<file path="src/rtl/mash_ramp_ctrl_if.sv">
// Configuration and modulator-word bundle between the register block (master) and the ramp sequencer (slave).
interface mash_ramp_ctrl_if #(
    parameter int INT_W  = 4,
    parameter int FRAC_W = 16,
    parameter int INTV_W = 8
);
    logic              cfg_valid;
    logic              cfg_ready;
    logic [INT_W-1:0]  cfg_int;
    logic [FRAC_W-1:0] cfg_frac;
    logic [FRAC_W-1:0] cfg_step;
    logic [INTV_W-1:0] cfg_intv;
    logic              cfg_clr;
    logic              abort;
    logic [INT_W-1:0]  mod_int;
    logic [FRAC_W-1:0] mod_frac;
    logic              mod_clr;
    logic              busy;
    logic              done;

    modport master (
        output cfg_valid, cfg_int, cfg_frac, cfg_step, cfg_intv, cfg_clr, abort,
        input  cfg_ready, mod_int, mod_frac, mod_clr, busy, done
    );

    modport slave (
        input  cfg_valid, cfg_int, cfg_frac, cfg_step, cfg_intv, cfg_clr, abort,
        output cfg_ready, mod_int, mod_frac, mod_clr, busy, done
    );
endinterface

</file>
<file path="src/rtl/mash_ramp_ctrl.sv">
// Ramps the MASH modulator input word toward a new target in clamped steps, one step per intv+1 cycles.
// First update one edge after accept (two with clear); cfg_ready is high only in IDLE, no queuing.
module mash_ramp_ctrl #(
    parameter int INT_W  = 4,
    parameter int FRAC_W = 16,
    parameter int INTV_W = 8
) (
    input  logic            clk,
    input  logic            rst_n,
    mash_ramp_ctrl_if.slave bus
);
    localparam int W = INT_W + FRAC_W;

    typedef enum logic [2:0] {
        S_IDLE,
        S_CLR,
        S_STEP,
        S_WAIT,
        S_DONE
    } state_t;

    state_t            state;
    logic [W-1:0]      cur;
    logic [W-1:0]      tgt;
    logic [FRAC_W-1:0] step;
    logic [INTV_W-1:0] intv;
    logic [INTV_W-1:0] cnt;

    logic              up;
    logic [W-1:0]      diff;
    logic [W-1:0]      step_ext;

    always_comb begin
        up       = tgt > cur;
        diff     = up ? (tgt - cur) : (cur - tgt);
        step_ext = {{INT_W{1'b0}}, step};
    end

    always_ff @(posedge clk or negedge rst_n) begin
        if (!rst_n) begin
            state <= S_IDLE;
            cur   <= '0;
            tgt   <= '0;
            step  <= '0;
            intv  <= '0;
            cnt   <= '0;
        end else if (state != S_IDLE && bus.abort) begin
            // cur is deliberately left where the ramp stopped
            state <= S_IDLE;
        end else begin
            case (state)
                S_IDLE: begin
                    if (bus.cfg_valid) begin
                        tgt   <= {bus.cfg_int, bus.cfg_frac};
                        step  <= bus.cfg_step;
                        intv  <= bus.cfg_intv;
                        state <= bus.cfg_clr ? S_CLR : S_STEP;
                    end
                end
                S_CLR: state <= S_STEP;
                S_STEP: begin
                    if (diff == '0) begin
                        state <= S_DONE;
                    end else if (step == '0 || diff <= step_ext) begin
                        cur   <= tgt;
                        state <= S_DONE;
                    end else begin
                        cur <= up ? (cur + step_ext) : (cur - step_ext);
                        if (intv == '0) begin
                            state <= S_STEP;
                        end else begin
                            cnt   <= intv;
                            state <= S_WAIT;
                        end
                    end
                end
                S_WAIT: begin
                    cnt <= cnt - INTV_W'(1);
                    if (cnt == INTV_W'(1)) state <= S_STEP;
                end
                S_DONE:  state <= S_IDLE;
                default: state <= S_IDLE;
            endcase
        end
    end

    assign bus.mod_int   = cur[W-1:FRAC_W];
    assign bus.mod_frac  = cur[FRAC_W-1:0];
    assign bus.mod_clr   = (state == S_CLR);
    assign bus.done      = (state == S_DONE);
    assign bus.busy      = (state != S_IDLE);
    assign bus.cfg_ready = (state == S_IDLE);
endmodule

</file>
<file path="src/flat_wrapper.sv">
// flat-port wrapper written by rule: the top's interface ports become plain ports
module mash_ramp_ctrl_flat 
#(
    parameter int INT_W  = 4,
    parameter int FRAC_W = 16,
    parameter int INTV_W = 8
)
  (clk, rst_n, bus_cfg_valid, bus_cfg_int, bus_cfg_frac, bus_cfg_step, bus_cfg_intv, bus_cfg_clr, bus_abort, bus_cfg_ready, bus_mod_int, bus_mod_frac, bus_mod_clr, bus_busy, bus_done);
  mash_ramp_ctrl_if #(.INT_W(INT_W), .FRAC_W(FRAC_W), .INTV_W(INTV_W)) bus_i ();
  input  logic clk;
  input  logic rst_n;
  input wire logic [$bits(bus_i.cfg_valid)-1:0] bus_cfg_valid;
  input wire logic [$bits(bus_i.cfg_int)-1:0] bus_cfg_int;
  input wire logic [$bits(bus_i.cfg_frac)-1:0] bus_cfg_frac;
  input wire logic [$bits(bus_i.cfg_step)-1:0] bus_cfg_step;
  input wire logic [$bits(bus_i.cfg_intv)-1:0] bus_cfg_intv;
  input wire logic [$bits(bus_i.cfg_clr)-1:0] bus_cfg_clr;
  input wire logic [$bits(bus_i.abort)-1:0] bus_abort;
  output wire logic [$bits(bus_i.cfg_ready)-1:0] bus_cfg_ready;
  output wire logic [$bits(bus_i.mod_int)-1:0] bus_mod_int;
  output wire logic [$bits(bus_i.mod_frac)-1:0] bus_mod_frac;
  output wire logic [$bits(bus_i.mod_clr)-1:0] bus_mod_clr;
  output wire logic [$bits(bus_i.busy)-1:0] bus_busy;
  output wire logic [$bits(bus_i.done)-1:0] bus_done;
  assign bus_i.cfg_valid = bus_cfg_valid;
  assign bus_i.cfg_int = bus_cfg_int;
  assign bus_i.cfg_frac = bus_cfg_frac;
  assign bus_i.cfg_step = bus_cfg_step;
  assign bus_i.cfg_intv = bus_cfg_intv;
  assign bus_i.cfg_clr = bus_cfg_clr;
  assign bus_i.abort = bus_abort;
  assign bus_cfg_ready = bus_i.cfg_ready;
  assign bus_mod_int = bus_i.mod_int;
  assign bus_mod_frac = bus_i.mod_frac;
  assign bus_mod_clr = bus_i.mod_clr;
  assign bus_busy = bus_i.busy;
  assign bus_done = bus_i.done;
  mash_ramp_ctrl #(.INT_W(INT_W), .FRAC_W(FRAC_W), .INTV_W(INTV_W)) u_core (.clk(clk), .rst_n(rst_n), .bus(bus_i));
endmodule
</file>
<file path="config.mk">
export PLATFORM = sky130hd
export DESIGN_NAME = mash_ramp_ctrl_flat
export DESIGN_NICKNAME = d
export VERILOG_FILES = /design/src/rtl/mash_ramp_ctrl_if.sv /design/src/rtl/mash_ramp_ctrl.sv /design/src/flat_wrapper.sv
export SDC_FILE = /design/constraint.sdc
export NUM_CORES = 1
export LEC_CHECK = 0
export CAP_MARGIN = 30
export CORE_MARGIN = 3
export CORE_UTILIZATION = 53
export DETAILED_ROUTE_END_ITERATION = 16
export PLACE_DENSITY = 0.9
export SYNTH_ARGS = -nofsm -noshare
export SYNTH_HDL_FRONTEND = slang
export SYNTH_SLANG_ARGS = --single-unit
</file>
<file path="constraint.sdc">
create_clock -name clk -period 4.8 [get_ports clk]
set_clock_uncertainty 0.1 [all_clocks]
set_input_delay 1.2 -clock clk [delete_from_list [all_inputs] [get_ports clk]]
set_output_delay 1.2 -clock clk [all_outputs]
set_load 0.02 [all_outputs]
</file>
==> impl_metrics.json <==
{
  "hold_path_depth": 1,
  "critPathLaunchType": "flop",
  "fin_ws_ns": 0.0145,
  "cp_slowest_cell": "dfrtp_1",
  "slew_headroom_pct": 48.4,
  "cp-end-kind": "flop",
  "tns_ns": 0,
  "io_pins": 73,
  "drt-total-wl_mm": 22.4,
  "cts_tree": "yes",
  "async_flop_share_pct": 100,
  "std_cell_rows": 41,
  "synth_top_area_cell": "dfrtp_1",
  "clk_path_buf_depth": 2,
  "antenna_found_initial": 0,
  "cts.reportedPaths.clkPinSlew_ns": 0.06,
  "setup-violations-final": 0,
  "rsz0062_at_grt": "true",
  "period_share_pct": 99.7,
  "cp_slowest_stage_delay_ns": 0.44,
  "htree_num_levels": 3,
  "seq_area_mm2": 0.00188,
  "fillers": 916,
  "wl_met3_mm": 1.87,
  "drt-initial-drc-count": 899,
  "clkLatencyLatePin_ns": 0.36,
  "wl_met1_mm": 9.02,
  "diodes": 0,
  "syn_inst": 851,
  "grt_first_pass_wirelength_mm": 34.8,
  "start_util_pct": 55.2,
  "regToRegSetupSlack_ns": 0.01,
  "place.detailed.hpwl_mm": 15.9,
  "die_w_um": 122,
  "finalNetCount": 1140,
  "die_area_mm2": 0.0148,
  "r2r_start": "u_core.tgt[5]$_DFFE_PN0P_",
  "ys_types": 76,
  "first_pass_iters": 6,
  "place_area_mm2": 0.00860,
  "final_max_slew_viol_count": 0,
  "worstMarginPinSlew_ns": 0.770,
  "hold_viol": 0,
  "final_area_mm2": 0.00934,
  "fin_util_pct": 72.8,
  "synth_warnings": 0,
  "core-area_mm2": 0.0128,
  "cts.sink_count": 75,
  "synth_ff_type": "dfrtp_1",
  "layout_min_cycle_time_ns": 4.79,
  "multi_input_area_mm2": 0.00503,
  "synth_common_cells": "84 x a21oi_1, 84 x nand2_1, 77 x ha_1",
  "port_buffers": 72,
  "cts_hold_buf": 0,
  "worstHoldPathType": "reg -> reg",
  "syn_nets": 980,
  "wl_met2_mm": 10.7,
  "r2r_end": "u_core.cnt[2]$_DFFE_PN0P_",
  "min_from": "u_core.intv[4]$_DFFE_PN0P_",
  "worstPathArrival_ns": 4.93,
  "gp_congestion": 0.992,
  "status": "finished, final reports clean",
  "path_cells": "ha_4, nand4_2, buf_4, nor2_1, nand3_1, buf_4, a22oi_4, buf_6, buf_8, o31ai_2, xnor2_1, ha_1, a21o_1, a21o_1, a21oi_2, nand2_1, nor2_2, a211oi_2, inv_2, a21boi_4, buf_6, and3_1, a222oi_1",
  "critPathKind": "reg -> reg",
  "synth_area_per_cell_um2": 8.31,
  "fmax_mhz": 209,
  "hold-path-endpoint": "u_core.intv[4]$_DFFE_PN0P_",
  "route.vias.total": 7398,
  "area_growth_pct": 32.0,
  "wl_per_cell_um": 18.8,
  "synth_seq_area_share_pct": 26.5,
  "syn_area_mm2": 0.00707,
  "critPathLaunch": "u_core.tgt[5]$_DFFE_PN0P_",
  "dieHeight_um": 122,
  "maxCapViolations": 0,
  "netlist.area_leader.share_pct": 26.5,
  "grt_max_degree": 81,
  "drive_above_1_share_pct": 21.1,
  "grt_usage_pct": 29.5,
  "post-place-ws_ns": -0.207,
  "drc": 0,
  "synth_top_cells_by_area": "dfrtp_1 27%, ha_1 14%, a21oi_1 5.9%, o21ai_0 4.7%, nand2_1 4.5%",
  "cp.required_ns": 4.94,
  "cts_made_buffers": 9,
  "ant_nets": 0,
  "clockRootBuffer": "clkbuf_16",
  "grt_remaining_overflow": 0,
  "r2r_cells": 23,
  "dr.max_layer_used": "met4",
  "ys_seq_elements": 75,
  "worst-path-max-fanout": 11,
  "synth_edf_count": 0,
  "via_per_inst": 6.23,
  "grt_pass1_vias": 7101
}
## registers in the layout, summed over array words and instances, names as in the netlist
register,cells
u_core.cnt,8
u_core.cur,20
u_core.intv,8
u_core.state,3
u_core.step,16
u_core.tgt,20
## kinds of logic (layout without fill, tap and decap cells)
| group | count (synthesis) | after routing | share of synthesized area (%) |
|---|---|---|---|
| AO/OA/AOI/OAI | 270 | 270 | 24.1 |
| AND/OR/NAND/NOR | 230 | 230 | 16.3 |
| buffers and inverters | 108 | 273 | 6.65 |
| adder cells (fa/ha/maj) | 80 | 80 | 14.5 |
| flip-flops | 75 | 75 | 26.5 |
| XOR/XNOR | 47 | 47 | 5.82 |
| multiplexers | 41 | 41 | 6.08 |
## cell type report
class	instances	area share, %
clock buffer	12	2.64
inverter	72	2.89
tap	172	2.30
clock inverter	4	0.790
multi-input combinational	668	53.8
sequential	75	20.1
timing repair buffer	185	17.4
## how the worst max path moves through the flow
stage | end | slack, ns | depth (start not counted)
after floorplan | u_core.cur[19]$_DFFE_PN0P_ | 0.01 | 22
after global placement | u_core.cur[18]$_DFFE_PN0P_ | -0.07 | 24
after detailed placement | u_core.cur[18]$_DFFE_PN0P_ | -0.21 | 23
after CTS | u_core.cnt[2]$_DFFE_PN0P_ | 0.03 | 22
after global routing | u_core.cur[18]$_DFFE_PN0P_ | -0.12 | 22
final | u_core.cnt[2]$_DFFE_PN0P_ | 0.01 | 23
## cell usage in the layout, fill, tap and decap left out, types with 20 or more instances in the layout
cell	instances
xnor2_1	33
mux2i_1	27
a21oi_1	79
dfrtp_1	73
ha_1	72
o21ai_0	63
nand2_1	82
clkdlybuf4s50_1	71
nor2_1	36
inv_1	68
buf_4	103
nor3_1	20
## metal layers
metal,GRT usage [%],up-vias
met5,0,-
met4,11.3,0
met3,5.99,85
met2,48.5,432
met1,38.4,3508
li1,-,3373
## worst max-delay path: cells and delay by family (launching register included)
| kind | cells | cell delay [ns] |
|---|---|---|
| AO/OA/AOI/OAI | 8 | 1.43 |
| XOR/XNOR | 1 | 0.25 |
| adder cells (fa/ha/maj) | 2 | 0.62 |
| buffers and inverters | 6 | 0.93 |
| flip-flops | 1 | 0.44 |
| AND/OR/NAND/NOR | 6 | 0.90 |
## through the flow
stage | std cells | hold slack, ns
3_3_place_gp | 1162 | 0.423
6_report | 1188 | 0.435
4_1_cts | 1181 | 0.436
5_1_grt | 1188 | 0.459
2_1_floorplan | 851 | 0.404
3_5_place_dp | 1162 | 0.424
## what timing repair did
| item | in CTS | in global routing |
|---|---|---|
| buffers inserted | 3 | 7 |
| gates cloned | 0 | 0 |
| pin swaps | 9 | 18 |
| setup endpoints to repair | 28 | 31 |
| gates resized for setup | 26 | 47 |
Power is not shown: default switching activity piles up to over one toggle a cycle in this logic, so the estimate is an artifact.
